**src/rtl/svi_force_ctrl.sv**
```systemverilog
// Force/release initiator for an N-entry SVI array: applies force controls per command,
// waits a settle time, then returns the resolved array value for the target element.
module svi_force_ctrl #(
  parameter int N = 8,
  parameter int W = 1,
  parameter int SETTLE = 2,
  localparam int IDXW = (N > 1) ? $clog2(N) : 1,
  localparam int CNTW = $clog2(N + 1)
) (
  input  logic            i_clk,
  input  logic            i_rst,
  input  logic            i_cmd_valid,
  output logic            o_cmd_ready,
  input  logic [1:0]      i_cmd_op,
  input  logic [IDXW-1:0] i_cmd_idx,
  input  logic [W-1:0]    i_cmd_value,
  output logic [N-1:0]    o_force,
  output logic [N*W-1:0]  o_force_value,
  input  logic [N*W-1:0]  i_obs,
  output logic            o_rsp_valid,
  input  logic            i_rsp_ready,
  output logic [W-1:0]    o_rsp_value,
  output logic            o_rsp_err,
  output logic [CNTW-1:0] o_active_cnt
);

  localparam int SW = (SETTLE > 0) ? $clog2(SETTLE + 1) : 1;
  localparam logic [1:0] OP_FORCE = 2'b01;
  localparam logic [1:0] OP_RELEASE = 2'b10;
  localparam logic [1:0] OP_RELEASE_ALL = 2'b11;

  typedef enum logic [1:0] {S_IDLE, S_APPLY, S_SETTLE, S_RESP} state_t;

  state_t          state;
  logic            rdy_q;
  logic            err_q;
  logic [1:0]      op_q;
  logic [IDXW-1:0] idx_q;
  logic [W-1:0]    val_q;
  logic [SW-1:0]   cnt;
  logic            idx_oor;
  logic [N-1:0]    force_nxt;
  logic [N*W-1:0]  fval_nxt;
  logic [CNTW-1:0] pop_nxt;

  // rdy_q keeps ready low through reset and for the cycle the reset is being released
  assign o_cmd_ready = (state == S_IDLE) && rdy_q;
  assign o_rsp_valid = (state == S_RESP);
  assign idx_oor = (32'(i_cmd_idx) >= 32'(N));

  always_comb begin
    force_nxt = o_force;
    fval_nxt = o_force_value;
    if (!err_q) begin
      case (op_q)
        OP_FORCE: begin
          force_nxt[idx_q] = 1'b1;
          fval_nxt[idx_q*W +: W] = val_q;
        end
        OP_RELEASE: force_nxt[idx_q] = 1'b0;
        OP_RELEASE_ALL: force_nxt = '0;
        default: ;
      endcase
    end
  end

  always_comb begin
    pop_nxt = '0;
    for (int k = 0; k < N; k++) pop_nxt = pop_nxt + CNTW'(force_nxt[k]);
  end

  always_ff @(posedge i_clk) begin
    if (i_rst) begin
      state <= S_IDLE;
      rdy_q <= 1'b0;
      err_q <= 1'b0;
      op_q <= '0;
      idx_q <= '0;
      val_q <= '0;
      cnt <= '0;
      o_force <= '0;
      o_force_value <= '0;
      o_active_cnt <= '0;
      o_rsp_value <= '0;
      o_rsp_err <= 1'b0;
    end else begin
      rdy_q <= 1'b1;
      case (state)
        S_IDLE: begin
          if (rdy_q && i_cmd_valid) begin
            op_q <= i_cmd_op;
            idx_q <= i_cmd_idx;
            val_q <= i_cmd_value;
            err_q <= idx_oor && (i_cmd_op != OP_RELEASE_ALL);
            state <= S_APPLY;
          end
        end
        S_APPLY: begin
          if (err_q) begin
            // bad index: report without touching the array controls
            o_rsp_err <= 1'b1;
            o_rsp_value <= '0;
            state <= S_RESP;
          end else begin
            o_force <= force_nxt;
            o_force_value <= fval_nxt;
            o_active_cnt <= pop_nxt;
            cnt <= SW'(SETTLE);
            state <= S_SETTLE;
          end
        end
        S_SETTLE: begin
          if (cnt == '0) begin
            o_rsp_err <= 1'b0;
            o_rsp_value <= (op_q == OP_RELEASE_ALL) ? '0 : i_obs[idx_q*W +: W];
            state <= S_RESP;
          end else begin
            cnt <= cnt - 1'b1;
          end
        end
        S_RESP: begin
          if (i_rsp_ready) state <= S_IDLE;
        end
        default: state <= S_IDLE;
      endcase
    end
  end

endmodule

```
**config.mk**
```make
export PLATFORM = sky130hd
export DESIGN_NAME = svi_force_ctrl
export DESIGN_NICKNAME = d
export VERILOG_FILES = /design/src/rtl/svi_force_ctrl.sv
export SDC_FILE = /design/constraint.sdc
export NUM_CORES = 1
export LEC_CHECK = 0
export CAP_MARGIN = 5
export CORE_MARGIN = 4
export CORE_UTILIZATION = 45
export CTS_BUF_LIST = sky130_fd_sc_hd__clkbuf_2 sky130_fd_sc_hd__clkbuf_4 sky130_fd_sc_hd__clkbuf_8
export DETAILED_ROUTE_END_ITERATION = 7
export PLACE_DENSITY = 0.72
export SYNTH_ARGS = -nofsm -noshare
export SYNTH_HDL_FRONTEND = slang
export SYNTH_SLANG_ARGS = --single-unit
```
**constraint.sdc**
```tcl
create_clock -name i_clk -period 4.3 [get_ports i_clk]
set_input_delay 0.43 -clock i_clk [delete_from_list [all_inputs] [get_ports i_clk]]
set_output_delay 0.43 -clock i_clk [all_outputs]
set_load 0.05 [all_outputs]
```
==> results of run 1 <==
[final timing paths]
check	end	cells past startpoint	startpoint
worst max-delay path	o_active_cnt[2]$_SDFFE_PP0P_	15	idx_q[2]$_SDFFE_PP0P_
worst max register to register	o_active_cnt[2]$_SDFFE_PP0P_	15	idx_q[2]$_SDFFE_PP0P_
worst min-delay path	o_active_cnt[3]$_SDFFE_PP0P_	2	o_active_cnt[3]$_SDFFE_PP0P_
worst min register to register	o_active_cnt[3]$_SDFFE_PP0P_	2	o_active_cnt[3]$_SDFFE_PP0P_
[state kept, by name, summed over array words and instances (netlist names)]
register	cells
rdy_q	1
op_q	2
o_force_value	8
o_force	8
o_rsp_value	1
state	2
cnt	2
idx_q	3
o_active_cnt	4
val_q	1
[routing by layer]
metal	track usage (%)	wire length [um]
met1	20.93	1838
met2	27.41	1849
met3	5.335	354
met4	4.508	37
met5	0	0
[cells in the mapped netlist, types with 3 or more instances]
library cell   n
ha_1          13
clkbuf_1       5
nand2_1       11
a211oi_1       5
inv_2          4
a31oi_1        3
buf_2          4
a32oi_1        3
mux2i_1       22
nor2b_1        3
a31o_1         3
a21oi_1        3
and4bb_1       3
inv_1         14
nor2_1        39
dfxtp_1       32
o21a_1         4
nand3_1        7
fa_1           4
[metrics by stage]
step,utilization [%],instance area [um^2]
2_1_floorplan,-,1917
3_3_place_gp,58.06,2356
3_5_place_dp,58.06,2356
4_1_cts,60.47,2454
5_1_grt,60.47,2454
6_report,60.47,2454
[layout by cell type (no fill, tap or decap), drive strengths merged, types with 4 or more instances in the layout]
| cell | instances |
|---|---|
| fa | 4 |
| a211oi | 6 |
| inv | 18 |
| nor2 | 39 |
| dfxtp | 32 |
| o21a | 4 |
| clkbuf | 8 |
| ha | 13 |
| mux2i | 22 |
| nand2 | 11 |
| clkdlybuf4s50 | 40 |
| nand3 | 7 |
| buf | 6 |
[cell type report]
class / instances / area share, %
well taps: 50 / 2.550
multi-input cells: 150 / 46.30
clock buffers: 8 / 3.978
flip-flops and latches: 32 / 26.11
inverters: 19 / 2.907
repair buffers: 46 / 18.15
[tightest hold or removal path, delay by kind of cell, from the launching register on]
family           cells  cell delay, ns
flip-flops           1            0.31
AND/OR/NAND/NOR      1            0.06
AO/OA/AOI/OAI        1            0.06
[power by group through the flow]
stage	registers (uW)	logic (uW)	clock network (uW)
2_1_floorplan	574	683	0
3_3_place_gp	436	1060	0
3_5_place_dp	437	1090	0
4_1_cts	431	1090	251
5_1_grt	442	1250	265
6_report	430	1080	242
[cells by family after synthesis]
group	share of synthesized area [%]
other cells	0.1956
flops	33.42
mux	12.66
simple gates	17.43
xor+xnor	0.4570
fa+ha+maj	12.66
compound gates	15.86
buf+inv	7.310
==> impl_metrics.yaml, run 1 <==
sta:
  fin_hold_ws_ns: 0.4711
  setup_viol: 0
  worst_pin_slew_ns: 0.8316
  max_freq_ghz: 0.2682
  rsz0062_at_grt: "false"
  post-route-period-util_pct: 86.71
  fin_ws_ns: 0.5715
  skew_ns: 0.003267
  timing.slew.headroom_pct: 44.56
  fin_tns_setup_ns: 0
  hold_violations: 0
  period_minus_slack_ns: 3.729
  maxSlewViolCount: 0
cells_and_area:
  drive_above_1_share_pct: 9.020
  syn_to_final_growth_pct: 28.00
  layout.nets: 289
  multi_input_area_um2: 1136
  diodes: 0
  area.sequential_um2: 640.6
  fill_cells: 384
  fin_cells: 305
clocking:
  numCtsBuffers: 5
  cts_resized: 0
  clockRootBuffer: "clkbuf_8"
  cts.sinks: 32
  ctsHoldBuffers: 0
  postCtsSetupBuffers: 0
  insertion_delay_ns: 0.27
  clock_path_buffers: 2
  cts.clk_slew.worst_paths_ns: 0.06
  htreeDepth: 2
  tritoncts: "built"
setup_path:
  cp-start-kind: "flop"
  setup.worst_path.end_class: "flop"
  cp_common_cell: "fa_1"
  path_cells: "nor3_2, nor2_1, nand2_1, o21ai_1, fa_1, inv_1, fa_1, fa_1, inv_1, ha_1, inv_1, fa_1, xnor2_1, mux2i_1, nor2_1"
  critical_path.max_stage_delay_ns: 0.54
  crit_fanout: 12
  worstSetupPathType: "reg2reg"
  r2r_setup_slack_ns: 0.57
  crit_required_ns: 4.45
  cpLargestDelayFamily: "adder cells"
  crit_slowest_cell: "fa_1"
  worstPathArrival_ns: 3.88
  crit_buf_inv: 3
synthesis:
  synthArstFlopShare_pct: 0
  synth_top_area_share_pct: 33.42
  syn_area_um2: 1917
  avgSynthCellArea_um2: 8.957
  ys_seq_elements: 32
  synth_ff_type: "dfxtp_1"
  ys_types: 46
  synthesis.instances: 214
  ys_warn_count: 0
  yosys.area.top_type: "dfxtp_1"
  synth_nets: 249
  ys_seq_area_share_pct: 33.42
  synth_top_cells_by_area: "dfxtp_1 33%, mux2i_1 11%, ha_1 8.5%"
  synth_enable_flop_cells: 0
detailed_routing:
  wl_per_cell_um: 13.37
  totalWireLength_mm: 4.079
  drc: 0
  ant_nets: 0
  routed_via_density: 5.308
  dr_total_vias: 1619
  drtPass1Iterations: 4
  first_iter_violations: 87
power:
  power_density_nw_per_um2: 711.9
  p_leak_uw: 0.001028
  seqPwrFrac_pct: 24.6
  p_sw_share_pct: 45.05
  clkPwrFrac_pct: 13.8
  ir_drop_mv: 0.5057
  p_sw_uw: 786.9
  power.total_uw: 1747
  combPwrFrac_pct: 61.6
  p_int_uw: 959.9
hold_path:
  hp-class: "reg2reg"
floorplanning:
  start_util_pct: 47.24
  die_w_um: 73.27
  ioPinCount: 42
  core_um2: 4058
  die_height_um: 73.27
  row_count: 23
  die-area_um2: 5368
placed_design:
  post-place-ws_ns: 0.5839
  port_buffers: 40
  dpl.cell_count: 297
  post-dp-hpwl_mm: 3.080
  place_congestion: 0.8182
grt:
  grt_overflow_total: 0
  grt_max_degree: 34
  grt_usage_pct: 16.66
  grt_pass1_wl_mm: 7.031
  grt_pass1_vias: 1573
  antenna_found_initial: 0
outcome:
  status: "complete, no violations"
run:
  maxCapViolCount: 0
Power figures use the tool's default switching activity.
==> run 2: changes to the inputs <==
--- a/config.mk
+++ b/config.mk
@@ -11,6 +11,7 @@
 export CTS_BUF_LIST = sky130_fd_sc_hd__clkbuf_2 sky130_fd_sc_hd__clkbuf_4 sky130_fd_sc_hd__clkbuf_8
 export DETAILED_ROUTE_END_ITERATION = 7
 export PLACE_DENSITY = 0.72
+export SETUP_SLACK_MARGIN = 0.5
 export SYNTH_ARGS = -nofsm -noshare
 export SYNTH_HDL_FRONTEND = slang
 export SYNTH_SLANG_ARGS = --single-unit
==> constraint.sdc (replaced) <==
create_clock -name i_clk -period 3.9 [get_ports i_clk]
set_input_delay 0.39 -clock i_clk [delete_from_list [all_inputs] [get_ports i_clk]]
set_output_delay 0.39 -clock i_clk [all_outputs]
set_load 0.05 [all_outputs]
==> run 2 against run 1 <==
Net effect:
- non-clock buffer count up 9
- critical path depth unchanged
- hold slack worse by 0.0020 ns
- die area unchanged
- worst setup slack worse by 0.13 ns
- critical endpoint unchanged
- largest power group unchanged
==> impl_metrics.yaml, run 2 (synthesized netlist as in run 1, its figures left out) <==
setup_path:
  setup.worst_path.end_class: "flop"
  worstPathArrival_ns: 3.60
  crit_fanout: 3
  startpoint: "idx_q[1]$_SDFFE_PP0P_"
  timing.rr.start: "idx_q[1]$_SDFFE_PP0P_"
  worstSetupPathType: "reg2reg"
  crit_required_ns: 4.04
  cp-start-kind: "flop"
sta:
  skew_ns: 0.005543
  max_freq_ghz: 0.2888
  hold_violations: 0
  timing.slew.headroom_pct: 53.66
  worst_pin_slew_ns: 0.6930
  setup_viol: 0
  maxSlewViolCount: 0
  period_minus_slack_ns: 3.462
  post-route-period-util_pct: 88.77
  fin_hold_ws_ns: 0.4690
  fin_tns_setup_ns: 0
  rsz0062_at_grt: "true"
clocking:
  numCtsBuffers: 5
  clock_path_buffers: 2
  cts.clk_slew.worst_paths_ns: 0.07
  insertion_delay_ns: 0.28
  tritoncts: "built"
  htreeDepth: 2
  ctsHoldBuffers: 0
  cts.sinks: 32
  clockRootBuffer: "clkbuf_8"
hold_path:
  hp-class: "reg2reg"
  holdCritStartpoint: "o_active_cnt[3]$_SDFFE_PP0P_"
outcome:
  status: "complete, no violations"
grt:
  grt_pass1_vias: 1518
  grt_pass1_wl_mm: 6.975
  antenna_found_initial: 0
  grt_max_degree: 24
  grt_overflow_total: 0
  grt_usage_pct: 16.67
run:
  maxCapViolCount: 0
power:
  p_leak_uw: 0.001107
  power_density_nw_per_um2: 851.6
  ir_drop_mv: 0.6453
floorplanning:
  ioPinCount: 42
  start_util_pct: 47.24
  die_w_um: 73.27
  die-area_um2: 5368
  row_count: 23
  core_um2: 4058
  die_height_um: 73.27
cells_and_area:
  syn_to_final_growth_pct: 36.16
  final_cell_mix: "40 x clkdlybuf4s50_1, 38 x nor2_1, 26 x dfxtp_1, 22 x mux2i_1, 15 x buf_4"
  top_regs: "o_force: 8 flops, o_force_value: 8 flops, o_active_cnt: 4 flops"
  drive_above_1_share_pct: 18.18
  diodes: 0
  mostFrequentLayoutCell: "clkdlybuf4s50_1"
  layout.nets: 298
detailed_routing:
  routed_via_density: 5.268
  totalWireLength_mm: 4.316
  first_iter_violations: 51
  dr_total_vias: 1654
  drtPass1Iterations: 4
  drc: 0
  ant_nets: 0
  wl_per_cell_um: 13.75
placed_design:
  post-dp-hpwl_mm: 3.036
  place_congestion: 0.7783
  port_buffers: 40
[run 2: worst paths after layout]
check / depth (start not counted) / slack [ns] / endpoint
setup / recovery: 15 / 0.44 / o_active_cnt[2]$_SDFFE_PP0P_
hold / removal: 2 / 0.47 / o_active_cnt[3]$_SDFFE_PP0P_
setup reg to reg: 15 / 0.44 / o_active_cnt[2]$_SDFFE_PP0P_
hold reg to reg: 2 / 0.47 / o_active_cnt[3]$_SDFFE_PP0P_
[run 2: where the power goes]
part | internal [uW] | switching (uW)
logic | 628 | 768
clock network | 225 | 121
registers | 405 | 74.8
total | 1260 | 964
[run 2: what timing repair did]
| action | 4_1_cts | 5_1_grt |
|---|---|---|
| pin swaps | 1 | 7 |
| endpoints found under the setup margin | 2 | 2 |
| buffers inserted | 4 | 3 |
| resized for setup | 9 | 9 |
[run 2: layout make-up]
class | count | area (um^2)
clock buffer | 7 | 96.34
clock inverter | 1 | 30.03
timing repair buffer | 55 | 513.0
inverter | 19 | 71.32
tap | 50 | 62.56
sequential | 32 | 653.1
multi-input combinational | 150 | 1184
fill | 360 | 1448
[run 2: critical path: stages, from the launching register on]
cell and delay [ns]:
dfxtp_4 0.36, buf_4 0.12, nor2_4 0.03, a31o_1 0.21, a32o_2 0.24, fa_1 0.48
inv_1 0.05, fa_1 0.46, fa_1 0.50, inv_2 0.08, ha_4 0.12, inv_2 0.03
fa_2 0.32, xnor2_1 0.13, mux2i_1 0.13, nor2_1 0.05
[run 2: metal layers]
metal | part of all wire [%] | up-vias | global-route usage [%]
met1 | 48 | 766 | 22.58
li1 | - | 838 | -
met5 | 0 | - | 0
met4 | 1.3 | 0 | 6.762
met2 | 44 | 44 | 25.12
met3 | 6.8 | 6 | 4.378
[run 2: per-stage QoR]
| step | area, um^2 | worst slack [ns] | power (uW) | utilization, % | std cells |
|---|---|---|---|---|---|
| 4_1_cts | 2552 | 0.4175 | 2083 | 62.90 | 311 |
| 3_3_place_gp | 2376 | 0.3959 | 1669 | 58.56 | 299 |
| 3_5_place_dp | 2376 | 0.3488 | 1678 | 58.56 | 299 |
| 5_1_grt | 2610 | 0.3360 | 2464 | 64.32 | 314 |
| 2_1_floorplan | 1928 | 0.5179 | 1391 | - | 214 |
| 6_report | 2610 | 0.4380 | 2223 | 64.32 | 314 |
==> run 3: changes to the inputs <==
--- a/config.mk
+++ b/config.mk
@@ -10,7 +10,7 @@
 export CORE_UTILIZATION = 45
 export CTS_BUF_LIST = sky130_fd_sc_hd__clkbuf_2 sky130_fd_sc_hd__clkbuf_4 sky130_fd_sc_hd__clkbuf_8
 export DETAILED_ROUTE_END_ITERATION = 7
-export PLACE_DENSITY = 0.72
+export DONT_BUFFER_PORTS = 1
 export SETUP_SLACK_MARGIN = 0.5
 export SYNTH_ARGS = -nofsm -noshare
 export SYNTH_HDL_FRONTEND = slang
==> run 3 against run 2 <==
Net effect:
- combinational power down 16%
- fmax grew 0.19%
- worst setup slack better by 0.0065 ns
- critical path depth fell by 1
- register-to-register slack hardly changed
- utilization is 10 points lower
- clock power barely moved
- cell area decreased by 16%
- routed wire length rose by 1.0%
- flip-flop and latch count did not move
- critical path type unchanged
==> impl_metrics.yaml, run 3 (synthesized netlist as in run 1, its figures left out) <==
detailed_routing:
  totalWireLength_mm: 4.361
  drtPass1Iterations: 4
  route.met2.wl_mm: 1.981
  routed_via_density: 5.681
  met3WireLength_um: 336
  drt-met1-wl_mm: 1.941
  highest_layer: "met4"
  first_iter_violations: 58
  drc: 0
  ant_nets: 0
  dr_total_vias: 1551
  wl_per_cell_um: 15.97
sta:
  post-route-period-util_pct: 88.60
  fin_tns_setup_ns: 0
  setup_viol: 0
  worst_pin_slew_ns: 0.8809
  period_minus_slack_ns: 3.456
  maxSlewViolCount: 0
  max_freq_ghz: 0.2894
  rsz0062_at_grt: "true"
  skew_ns: 0.009417
  hold_violations: 0
  fin_ws_ns: 0.4445
  timing.slew.headroom_pct: 41.27
power:
  power_density_nw_per_um2: 985.4
  p_leak_uw: 0.0009551
  ir_drop_mv: 0.6009
  power.total_uw: 2165
grt:
  grt_overflow_total: 0
  grt_pass1_vias: 1552
  grt_max_degree: 34
  antenna_found_initial: 0
  grt_usage_pct: 17.55
  grt_pass1_wl_mm: 7.245
clocking:
  htreeDepth: 2
  cts.sinks: 32
  clock_path_buffers: 2
  numCtsBuffers: 5
  cts.clk_slew.worst_paths_ns: 0.07
  ctsHoldBuffers: 0
  insertion_delay_ns: 0.29
  tritoncts: "built"
  clockRootBuffer: "clkbuf_8"
cells_and_area:
  syn_to_final_growth_pct: 14.62
  fin_cells: 273
  top_regs: "o_force: 8 flops, o_force_value: 8 flops, o_active_cnt: 4 flops"
  mostFrequentLayoutCell: "nor2_1"
  diodes: 0
  drive_above_1_share_pct: 20.63
  fill_cells: 360
  final_cell_mix: "39 x nor2_1, 26 x dfxtp_1, 22 x mux2i_1, 14 x buf_4, 12 x ha_1"
  final_cell_area_um2: 2197
  layout.nets: 257
floorplanning:
  die_height_um: 73.27
  start_util_pct: 47.24
  die_w_um: 73.27
  ioPinCount: 42
  core_um2: 4058
  die-area_um2: 5368
  row_count: 23
hold_path:
  hp-class: "in2reg"
outcome:
  status: "complete, no violations"
placed_design:
  port_buffers: 0
  post-place-ws_ns: 0.3156
  post-dp-hpwl_mm: 3.091
  dpl.cell_count: 258
  dpl_cell_area_um2: 1968
  place_congestion: 0.7812
setup_path:
  cp-start-kind: "flop"
  worstSetupPathType: "reg2reg"
  crit_required_ns: 4.08
  worstPathArrival_ns: 3.63
  crit_fanout: 4
  setup.worst_path.end_class: "flop"
run:
  maxCapViolCount: 0
run 3: critical path, stage by stage, from the launching register on:
cell and delay, ns:
dfxtp_4 0.36, nor2b_4 0.12, a31o_1 0.22, a32o_2 0.24, fa_1 0.52, inv_2 0.04, fa_1 0.51, fa_1 0.42
inv_2 0.08, ha_4 0.13, inv_2 0.03, fa_2 0.34, xnor2_2 0.14, mux2i_1 0.13, nor2_1 0.05
run 3: cell type report:
cell class                      instances  area, um^2  share of cell area (%)
Inverter                               19       71.32                   3.246
Tap cell                               50       62.56                   2.847
Multi-Input combinational cell        150        1179                   53.64
Sequential cell                        32       653.1                   29.73
Timing Repair Buffer                   14       105.1                   4.784
Clock buffer                            7       96.34                   4.385
Clock inverter                          1       30.03                   1.367
run 3: final timing paths:
check	startpoint	endpoint	slack, ns	cells after the start
max	idx_q[1]$_SDFFE_PP0P_	o_active_cnt[2]$_SDFFE_PP0P_	0.44	14
min	i_rst	rdy_q$_DFF_P_	0.15	1
max reg2reg	idx_q[1]$_SDFFE_PP0P_	o_active_cnt[2]$_SDFFE_PP0P_	0.44	14
min reg2reg	cnt[1]$_SDFFE_PP0P_	cnt[1]$_SDFFE_PP0P_	0.48	2
run 3: through the flow:
step | hold WS (ns) | utilization (%)
3_5_place_dp | 0.4446 | 48.50
6_report | 0.1484 | 54.15
3_3_place_gp | 0.4442 | 48.50
2_1_floorplan | 0.4558 | -
5_1_grt | 0.1394 | 54.15
4_1_cts | 0.1457 | 53.35
run 3: per-layer routing:
metal  global-route usage, %  vias up
met2                   28.00       50
met3                   6.430       10
li1                        -      761
met4                   8.402        0
met1                   20.76      730
met5                       0        -
run 3: what timing repair did:
item / in CTS / in global routing
pin swaps: 3 / 3
setup endpoints to repair: 2 / 2
resized for setup: 13 / 3
setup buffers: 4 / 3
hold endpoints to repair: 0 / 0
run 3: report_power, final:
group | total [uW] | internal (uW) | leakage (uW) | switching, uW
combinational | 1180 | 560 | 0.000626 | 622
clock | 350 | 225 | 0.0000645 | 125
sequential | 633 | 404 | 0.000264 | 229
total | 2160 | 1190 | 0.000955 | 975
==> edit, RTL diff (flow settings as in run 3) <==
The 4 states of `state_t` get a Gray code encoding in 2 bits.
--- a/src/rtl/svi_force_ctrl.sv
+++ b/src/rtl/svi_force_ctrl.sv
@@ -31,3 +31,3 @@
 
-  typedef enum logic [1:0] {S_IDLE, S_APPLY, S_SETTLE, S_RESP} state_t;
+  typedef enum logic [1:0] {S_IDLE = 2'b00, S_APPLY = 2'b01, S_SETTLE = 2'b11, S_RESP = 2'b10} state_t;
 
Formal check against the unedited RTL: no difference found for any inputs over 10 cycles, from zero or initial values and one cycle with i_rst high; not proved beyond that.
==> edit against run 3 <==
Final cell count up 1.1%. First-iteration DRC count up 98%. Synthesized area down 3.9%. Maximum frequency down 0.34%. Wire length up 1.1%. Synthesized cell count down 0.47%. Sequential cell count unchanged. Highest routed layer unchanged. Setup slack worse by 0.012 ns. Final area down 1.5%. Sequential share of layout area up 0.45 points.
Power is not compared: it rests on default switching activity, and its combinational part moved more than twofold at a synthesized area within 25%.
==> edit: results <==
set metrics [dict create \
    grt_max_degree 28 \
    nets 258 \
    grtUsageMet3_pct 6.65 \
    min_path_cells 1 \
    critPathArrivalTime_ns 3.69 \
    crit_start "idx_q[0]" \
    grt_pass1_vias 1536 \
    wl_met2_um 2080 \
    min_path_type "in2reg" \
    fillerInstances 335 \
    use_met1_pct 22.0 \
    final_layout_size_suffix_gt1_share_pct 22.4 \
    worstHoldEndpoint "idx_q[0]" \
    grt_pass1_wl_um 7310 \
    syn_nets 244 \
    wl_met3_um 324 \
    antennaDiodeCount 0 \
    ys_top_cells_by_count "dfxtp_1, nor2_1, mux2i_1" \
    yosysSeqAreaShare_pct 34.8 \
    io_buffers 0 \
    async_reset_ff_share_pct 0 \
    status "completed" \
    detail_route.wl_per_cell_um 16.0 \
    yosysUniqueCellTypes 41 \
    cp_max_fo 6 \
    ctsRootBufferMaster "clkbuf_8" \
    pre_cts_slack_ns 0.185 \
    skew_ns 0.0111 \
    dp_hpwl_um 3160 \
    wl_met1_um 1900 \
    vias 1589 \
    slowest_delay_ns 0.50 \
    timing.slew.headroom_pct 22.7 \
    drt_iter0_drc 115 \
    yosys-top-cells-area "dfxtp_1, mux2i_1, ha_1" \
    use_met2_pct 28.5 \
    min_period_ns 3.47 \
    gp_congestion 0.842 \
    reg2reg_from "idx_q[0]" \
    worstSkewPairLatency_ns 0.29 \
]
==> edit: timing repair <==
| item | CTS | global route |
|---|---|---|
| endpoints found under the setup margin | 2 | 3 |
| endpoints found under the hold margin | 0 | 0 |
| pin swaps | 5 | 0 |
| resized for setup | 11 | 2 |
| setup buffers | 7 | 4 |
| cloned | 0 | 0 |
==> edit: logic make-up after synthesis <==
family | share of synthesized area, %
AOI/OAI and AO/OA | 17.2
xor gates and xnor gates | 0.475
adders and majority gates | 10.5
buffers and inverters | 6.52
DFF | 34.8
muxes | 10.5
other | 0.203
and+or+nand+nor | 19.9
==> edit: area by class of cell <==
cell class              count  area, um2  share of cell area [%]
clock buffers               8        104                    4.80
inverters                  15       56.3                    2.60
repair buffers             21        159                    7.34
well taps                  48       60.1                    2.77
multi-input cells         152       1130                    52.3
flip-flops and latches     32        653                    30.2
==> edit: worst reg2reg max path, cell delays in order, from the launching register on <==
cell	delay (ns)
dfxtp_4	0.36
buf_6	0.13
a31o_2	0.23
a32o_2	0.24
fa_1	0.50
inv_1	0.05
fa_1	0.49
fa_1	0.42
inv_1	0.08
ha_2	0.18
inv_2	0.04
fa_2	0.34
xnor2_2	0.13
nand2_1	0.06
a21oi_1	0.15
==> edit: through the flow <==
step                      total power, mW  cell area, um2  hold slack [ns]  util [%]  cells
after floorplan                     0.580            1870            0.483         -    213
after global placement              0.616            1940            0.458      51.0    256
after detailed placement            0.623            1940            0.461      51.0    256
after CTS                           0.932            2120            0.147      55.7    271
after global routing                0.987            2160            0.143      57.0    276
final                               0.925            2160            0.161      57.0    276
==> edit: power breakdown <==
part | switching (mW) | internal, mW | total, mW
registers | 0.0508 | 0.344 | 0.395
clock network | 0.119 | 0.168 | 0.287
logic | 0.135 | 0.108 | 0.244
